File: config.mk
export PLATFORM = sky130hd
export DESIGN_NAME = rf_wr_arb
export DESIGN_NICKNAME = d
export VERILOG_FILES = /design/src/rtl/rf_pkg.sv /design/src/rtl/rf_wr_arb_rr_arb2.sv /design/src/rtl/rf_wr_arb.sv
export SDC_FILE = /design/constraint.sdc
export NUM_CORES = 1
export LEC_CHECK = 0
export CORE_ASPECT_RATIO = 0.75
export CORE_UTILIZATION = 41
export DETAILED_ROUTE_END_ITERATION = 10
export PLACE_DENSITY = 0.82
export SYNTH_ARGS = -nofsm -noshare
export SYNTH_HDL_FRONTEND = slang
export SYNTH_SLANG_ARGS = --single-unit
File: constraint.sdc
create_clock -name clk -period 4.7 [get_ports clk]
set_input_delay 0.705 -clock clk [delete_from_list [all_inputs] [get_ports clk]]
set_output_delay 0.705 -clock clk [all_outputs]
set_load 0.02 [all_outputs]
File: src/rtl/rf_pkg.sv
// Shared types and constants for the register-file write arbiter.
// Optional feature macro: RF_ARB_STATS_EN (contention counter).
package rf_pkg;

  localparam int XLEN = 64;
  localparam int AW   = 5;

  localparam logic [AW-1:0] XZR_IDX = 5'd31;

  typedef struct packed {
    logic            valid;
    logic [AW-1:0]   rd;
    logic [XLEN-1:0] data;
  } wr_req_t;

  function automatic logic is_xzr(input logic [AW-1:0] a);
    return a == XZR_IDX;
  endfunction

endpackage

File: src/rtl/rf_wr_arb_rr_arb2.sv
// Two-way round-robin grant logic with a 1-bit priority pointer.
// ptr_q = 0 favours requester 0, ptr_q = 1 favours requester 1.
module rr_arb2 (
  input  logic       clk,
  input  logic       rst_n,
  input  logic [1:0] valid_i,
  output logic [1:0] gnt_o
);

  logic ptr_q;
  logic ptr_d;

  // Grant terms are mutually exclusive; no grant while in reset.
  always_comb begin
    gnt_o    = '0;
    gnt_o[0] = rst_n & valid_i[0]
             & (~valid_i[1] | ~ptr_q);
    gnt_o[1] = rst_n & valid_i[1]
             & (~valid_i[0] | ptr_q);
  end

  // After a grant, favour the requester that lost.
  always_comb begin
    ptr_d = ptr_q;
    unique case (1'b1)
      gnt_o[0]: ptr_d = 1'b1;
      gnt_o[1]: ptr_d = 1'b0;
      default:  ptr_d = ptr_q;
    endcase
  end

  // Pointer register, cleared asynchronously.
  always_ff @(posedge clk or negedge rst_n) begin
    if (!rst_n) ptr_q <= 1'b0;
    else        ptr_q <= ptr_d;
  end

endmodule

File: src/rtl/rf_wr_arb.sv
// Register-file write-back arbiter: ALU (req0) vs load (req1).
// Define RF_ARB_STATS_EN to add the stall_cnt contention counter.
module rf_wr_arb
  import rf_pkg::*;
(
  input  logic            clk,
  input  logic            Reset,
  input  logic            req0_valid,
  input  logic [AW-1:0]   req0_reg,
  input  logic [XLEN-1:0] req0_data,
  output logic            req0_ready,
  input  logic            req1_valid,
  input  logic [AW-1:0]   req1_reg,
  input  logic [XLEN-1:0] req1_data,
  output logic            req1_ready,
  output logic            RegWrite,
  output logic [AW-1:0]   WriteReg,
  output logic [XLEN-1:0] WriteData
`ifdef RF_ARB_STATS_EN
  ,
  output logic [15:0]     stall_cnt
`endif
);

  wr_req_t r0;
  wr_req_t r1;
  logic [1:0] gnt;

  logic            we_d, we_q;
  logic [AW-1:0]   wreg_d, wreg_q;
  logic [XLEN-1:0] wdat_d, wdat_q;

  assign r0 = '{valid: req0_valid,
                rd:    req0_reg,
                data:  req0_data};
  assign r1 = '{valid: req1_valid,
                rd:    req1_reg,
                data:  req1_data};

  rr_arb2 u_arb (
    .clk     (clk),
    .rst_n   (Reset),
    .valid_i ({r1.valid, r0.valid}),
    .gnt_o   (gnt)
  );

  assign req0_ready = gnt[0];
  assign req1_ready = gnt[1];

  // Select the granted request; XZR transfers are accepted but dropped.
  always_comb begin
    wreg_d = gnt[1] ? r1.rd   : r0.rd;
    wdat_d = gnt[1] ? r1.data : r0.data;
    we_d   = (|gnt) & ~is_xzr(wreg_d);
  end

  // Registered write port; address/data hold when nothing is written.
  always_ff @(posedge clk or negedge Reset) begin
    if (!Reset) begin
      we_q   <= 1'b0;
      wreg_q <= '0;
      wdat_q <= '0;
    end else begin
      we_q <= we_d;
      if (we_d) begin
        wreg_q <= wreg_d;
        wdat_q <= wdat_d;
      end
    end
  end

  assign RegWrite  = we_q;
  assign WriteReg  = wreg_q;
  assign WriteData = wdat_q;

`ifdef RF_ARB_STATS_EN
  logic [15:0] stall_q;

  // Count cycles where both requesters contend, saturating.
  always_ff @(posedge clk or negedge Reset) begin
    if (!Reset) begin
      stall_q <= '0;
    end else if (r0.valid && r1.valid
                 && stall_q != 16'hFFFF) begin
      stall_q <= stall_q + 16'd1;
    end
  end

  assign stall_cnt = stall_q;
`endif

endmodule

==> metrics.txt, run 1 <==
P&R area growth vs syn=65.5%; Synthesis Warnings=0; failing checks=DRC; Post-Syn Area per Cell=~15 um2; RD Place Congestion=0.859; fin crit period=2.99 ns; Post-Layout Cell Count=575; num ports=between 200 and 250; post-route ant nets=0; Worst slew margin=0.363; clk slew on worst S/H paths=0.06 ns; R2R depth=5; pwr dens=390 nW/um2; post-CTS setup buffers=0; HP Class=input pin to async pin; Final Slew Violations=0; final net count=slightly above 600; Seq pwr share=0.352; Std-Cell Rows=29; met1 usage=0.255; TritonCTS clock tree=yes; CP Data Arrival Time=2.28 ns; number of H-tree levels=3; Die Y=84.0 um; largest net degree at the start of global routing=69; Seq/Total Area, Yosys=0.484; Die X=111 um; switch share=0.303; routed wire length=9.59 mm; cts repair resizes=0; Initial Utilization=0.429; number of global-route vias before repair=~3100; Setup Skew=roughly 0.0066 ns; VDD IR max=0.000194 V; hold_buf cts=0; Most Crowded Layer GR=met2; worst endpoint required time=3.99 ns; Final Cycle Share=0.636; drt initial violations=103; Inserted Clock Buffers=9; Root Driver=clkbuf_16; Crit. End Element=output pin; FF+latch count, synth=between 70 and 80; Final WS setup=1.71 ns; core box area=8560 um2; share of cells above drive strength 1=0.325; GRT overflow=0; clock tree buffer depth=2; Max-cap violations=0; synthesized area=approximately 3700 um2; Inst Count DP=559; full die area=9340 um2; CTS sink count=71; final number of setup-violating endpoints=0; Startpoint Class=input pin; DRC Markers=30; first-pass GRT wire length=15.8 mm; P_leak=2.46 nW; DR vias/cell=about 5; dpl ws=1.70 ns; P_sw=around 0.72 mW; Synth Instances=251; Total GRT Usage=0.217; Fin Hold WS=0.351 ns; RSZ-0062 raised after global routing=false; drt wl/cell=16.7 um; Setup Crit Path Kind=input pin to output pin; Worst Tran Pin Value=around 0.96 ns; GR Util met2=0.380; endpoints failing hold=0; Pre-antenna DRT Iters=7; Mapped Nets=393; fill cell count=637; worst skew pair latency=around 0.32 ns; hpwl dp=7.12 mm; I/O Buffers=between 200 and 250; GRT met3 Usage=0.0850; library cells used by synthesis=24; status=complete, but fails checks; internal power=roughly 1.6 mW; clock network power share=0.259; TNS Setup=0 ns; initial antenna violation count=0; Critical Path Fanout Max=5; Comb power frac=0.390; via count=2838; f_max=between 0.3 and 0.4 GHz; Antenna Cells=0
==> state kept, by name, summed over array words and instances, names as in the netlist <==
signal,count
WriteData,64
RegWrite,1
WriteReg,5
u_arb.ptr_q,1
==> path summary, 6_finish.rpt <==
check                         startpoint            end  slack, ns
hold reg to reg            WriteData[14]  WriteData[14]       0.50
setup / recovery              req0_valid     req0_ready       1.71
hold / removal                     Reset  WriteData[41]       0.35
setup reg to reg             u_arb.ptr_q  WriteData[25]       2.55
min in group clk           WriteData[14]  WriteData[14]       0.50
max in group asynchronous          Reset  WriteData[22]       3.45
==> layer usage <==
| metal | vias up | routed length, um |
|---|---|---|
| met2 | 132 | 4760 |
| met4 | 0 | 46 |
| met1 | 1360 | 3950 |
| met3 | 4 | 846 |
| li1 | 1342 | - |
| met5 | - | 0 |
==> cells in the mapped netlist <==
cell	n	area, um2
nor3b_1	1	7.51
nand4_1	2	12.5
a21oi_1	3	15.0
o21ai_0	2	10.0
nand2_1	8	30.0
nor2b_1	1	6.26
clkbuf_8	6	82.6
mux2_4	16	240
buf_6	5	56.3
o22ai_1	5	31.3
and2_4	1	8.76
inv_2	1	3.75
nand3_1	1	5.00
nand2_4	1	11.3
buf_2	4	20.0
and4_1	2	17.5
nand2b_4	1	13.8
o21a_1	1	7.51
a31oi_1	1	6.26
mux2_2	112	1260
nor3_1	1	5.00
a2bb2oi_1	4	35.0
dfrtp_1	71	1780
a22o_1	1	8.76
==> critical path, stage by stage <==
cell,delay (ns)
clkdlybuf4s50_1,0.61
nand2_1,0.11
a21oi_1,0.22
clkdlybuf4s50_1,0.64
==> placed cells by master, fill, tap and decap left out, types with 3 or more instances in the layout <==
cell             netlist  layout
a21oi_1                3       3
a2bb2oi_1              4       4
buf_4                  0       3
clkbuf_16              0       9
clkdlybuf4s50_1        0     212
clkinvlp_4             0       3
dfrtp_1               71      71
mux2_2               112     112
mux2_4                16      16
nand2_1                8       8
o22ai_1                5       5
==> cell type report <==
cell class / instances / area (um2) / area share
clock inverter: 7 / 50.0 / 0.00824
sequential: 71 / 1780 / 0.292
clock buffer: 9 / 225 / 0.0371
tap: 108 / 135 / 0.0222
inverter: 1 / 3.75 / 0.000618
timing repair buffer: 215 / 2140 / 0.353
multi-input combinational: 164 / 1740 / 0.287
==> through the flow <==
step | cell area (um2) | utilization | power, mW
CTS | 6080 | 0.710 | 2.40
global route | 6080 | 0.710 | 2.49
global placement | 5800 | 0.678 | 1.75
detailed placement | 5800 | 0.678 | 1.77
floorplan | 3670 | - | 1.30
finish | 6080 | 0.710 | 2.37
==> power groups by stage <==
stage	Sequential, mW	Combinational [mW]	Clock, mW
finish	0.833	0.922	0.612
global route	0.854	0.972	0.664
CTS	0.836	0.933	0.627
detailed placement	0.841	0.931	0
global placement	0.837	0.916	0
floorplan	1.02	0.281	0
==> cells by family after synthesis <==
kind of cell / synth area share
buf+inv: 0.0443
simple gates: 0.0320
compound gates: 0.0310
mux: 0.409
flops: 0.484
(Power assumes the default switching activity.)
==> run 2: changes to the inputs <==
--- a/config.mk
+++ b/config.mk
@@ -6,9 +6,9 @@
 export NUM_CORES = 1
 export LEC_CHECK = 0
 export CORE_ASPECT_RATIO = 0.75
-export CORE_UTILIZATION = 41
+export CORE_UTILIZATION = 38
 export DETAILED_ROUTE_END_ITERATION = 10
-export PLACE_DENSITY = 0.82
+export PLACE_DENSITY = 0.77
 export SYNTH_ARGS = -nofsm -noshare
 export SYNTH_HDL_FRONTEND = slang
 export SYNTH_SLANG_ARGS = --single-unit
==> constraint.sdc (replaced) <==
create_clock -name clk -period 3.1 [get_ports clk]
set_input_delay 0.465 -clock clk [delete_from_list [all_inputs] [get_ports clk]]
set_output_delay 0.465 -clock clk [all_outputs]
set_load 0.02 [all_outputs]
==> run 2 against run 1 <==
The flow now finishes without violations. Worst hold slack got worse by 0.29 ns. Via count stayed put. Final cell count increased by 3.3%. Sequential cell count stayed put. Routed wire length up 1.6%. Critical path type unchanged.
==> metrics.txt, run 2 (synthesis gave the netlist of run 1 again) <==
Initial Utilization=0.399 (was 0.429); drt wl/cell=16.4 um (was 16.7 um); Worst slew margin=0.568 (was 0.363); Startpoint Class=input pin (unchanged); Worst Tran Pin Value=0.649 ns (was 0.956 ns); Worst path depth=4 (unchanged); share of cells above drive strength 1=0.324 (was 0.325); Antenna Cells=0 (unchanged); core box area=9200 um2 (was 8560 um2); hpwl dp=7.48 mm (was 7.12 mm); Total GRT Usage=0.202 (was 0.217); Die X=116 um (was 111 um); post-route ant nets=0 (unchanged); Reg2Reg Setup Slack=1.29 ns (was 2.55 ns); full die area=10100 um2 (was 9340 um2); final number of setup-violating endpoints=0 (unchanged); first-pass GRT wire length=15.4 mm (was 15.8 mm); RSZ-0062 raised after global routing=false (unchanged); Pre-antenna DRT Iters=4 (was 7); CP Data Arrival Time=2.02 ns (was 2.28 ns); commonest non-fill, non-tap cell in the layout=clkdlybuf4s50_1 (unchanged); Inst Count DP=581 (was 559); largest net degree at the start of global routing=65 (was 69); most frequent cells in the layout=212 x clkdlybuf4s50_1, 112 x mux2_2, 71 x dfrtp_1 (unchanged); R2R depth=5 (unchanged); cts repair resizes=0 (unchanged); GRT overflow=0 (unchanged); P_leak=2.49 nW (was 2.46 nW); Post-Layout Cell Count=594 (was 575); routed wire length=9.74 mm (was 9.59 mm); number of H-tree levels=3 (unchanged); post-CTS setup buffers=0 (unchanged); fin crit period=~2.5 ns; crit-path most repeated cell=clkdlybuf4s50_1 (unchanged); worst endpoint required time=2.63 ns (was 3.99 ns); Max-cap violations=0 (unchanged); clk slew on worst S/H paths=0.06 ns (about the same); DR vias/cell=4.78 (was 4.94); Final Slew Violations=0 (unchanged); P&R area growth vs syn=67.2% (was 65.5%); Die Y=87.1 um (was 84.0 um); status=complete, no violations (was complete, but fails checks); RD Place Congestion=0.863 (was 0.859); initial antenna violation count=0 (unchanged); Cell Chain, Critical Path=clkdlybuf4s50_1 > nand2_1 > a21oi_1 > clkdlybuf4s50_1 (unchanged); Inserted Clock Buffers=9 (unchanged); I/O Buffers=213 (unchanged); TritonCTS clock tree=yes (unchanged); num ports=214 (unchanged); drt initial violations=62 (was 103); TNS Setup=0 ns (unchanged); slowest stage cell, crit path=clkdlybuf4s50_1 (unchanged); worst skew pair latency=0.32 ns (about the same); delay-heaviest family, CP=buffers and inverters (unchanged); via count=2838 (unchanged); CTS sink count=71 (unchanged); Reg-to-Reg Start=u_arb.ptr_q (unchanged); VDD IR max=0.000293 V (was 0.000194 V); Setup Crit Path Kind=input pin to output pin (unchanged); pwr dens=587 nW/um2 (was 390 nW/um2); max reg flops=64 (unchanged); hold_buf cts=0 (unchanged); HP Class=input pin to async pin (unchanged); f_max=0.402 GHz; Critical Path Fanout Max=5 (unchanged); endpoints failing hold=0 (unchanged); reg-to-reg critical path endpoint=WriteData[25] (unchanged); Std-Cell Rows=30 (was 29); DRC Markers=0 (was 30); CP peak stage delay=0.65 ns (was 0.64 ns); number of global-route vias before repair=2964 (was 3061); Crit. End Element=output pin (unchanged); Final Cycle Share=0.803; Root Driver=clkbuf_16 (unchanged); clock tree buffer depth=2 (unchanged); Worst Path Buf+Inv=2 (unchanged); final net count=606 (was 604); Setup Skew=0.00584 ns (was 0.00662 ns)
-- run 2: layer usage --
layer	vias to the layer above	global-route usage	routed length (um)
met4	0	0.0460	54
li1	1345	-	-
met3	7	0.0835	1010
met2	136	0.350	4780
met5	-	0	0
met1	1350	0.232	3900
-- run 2: worst max-delay path by stage --
stage	startpoint	to	slack, ns
after floorplan	Reset	WriteData[34]	1.09
after global placement	req0_valid	req0_ready	0.64
after detailed placement	req0_valid	req0_ready	0.61
after CTS	req0_valid	req0_ready	0.61
after global routing	req0_valid	req0_ready	0.53
final	req0_valid	req0_ready	0.61
-- run 2: area by class of cell --
class / count / area (um2)
repair buffers: 217 / 2180
inverters: 1 / 3.75
clock inverters: 1 / 5.00
flip-flops and latches: 71 / 1780
multi-input cells: 164 / 1740
clock buffers: 12 / 267
well taps: 128 / 160
fillers: 710 / 3060
-- run 2: per-stage QoR --
stage,setup slack (ns),hold slack (ns),power (mW),area [um2],utilization
after CTS,0.606,0.0609,3.65,6140,0.667
final,0.611,0.0629,3.60,6140,0.667
after global routing,0.533,0.0736,3.79,6140,0.667
after global placement,0.640,0.398,2.68,5870,0.638
after detailed placement,0.607,0.404,2.70,5870,0.638
after floorplan,1.09,0.169,1.97,3670,-
-- run 2: power breakdown --
part | total [mW] | leakage (nW) | switching, mW | internal, mW
Sequential | 1.26 | 0.827 | 0.118 | 1.15
Combinational | 1.41 | 1.53 | 0.587 | 0.820
Clock | 0.933 | 0.136 | 0.342 | 0.591
Total | 3.60 | 2.49 | 1.05 | 2.56
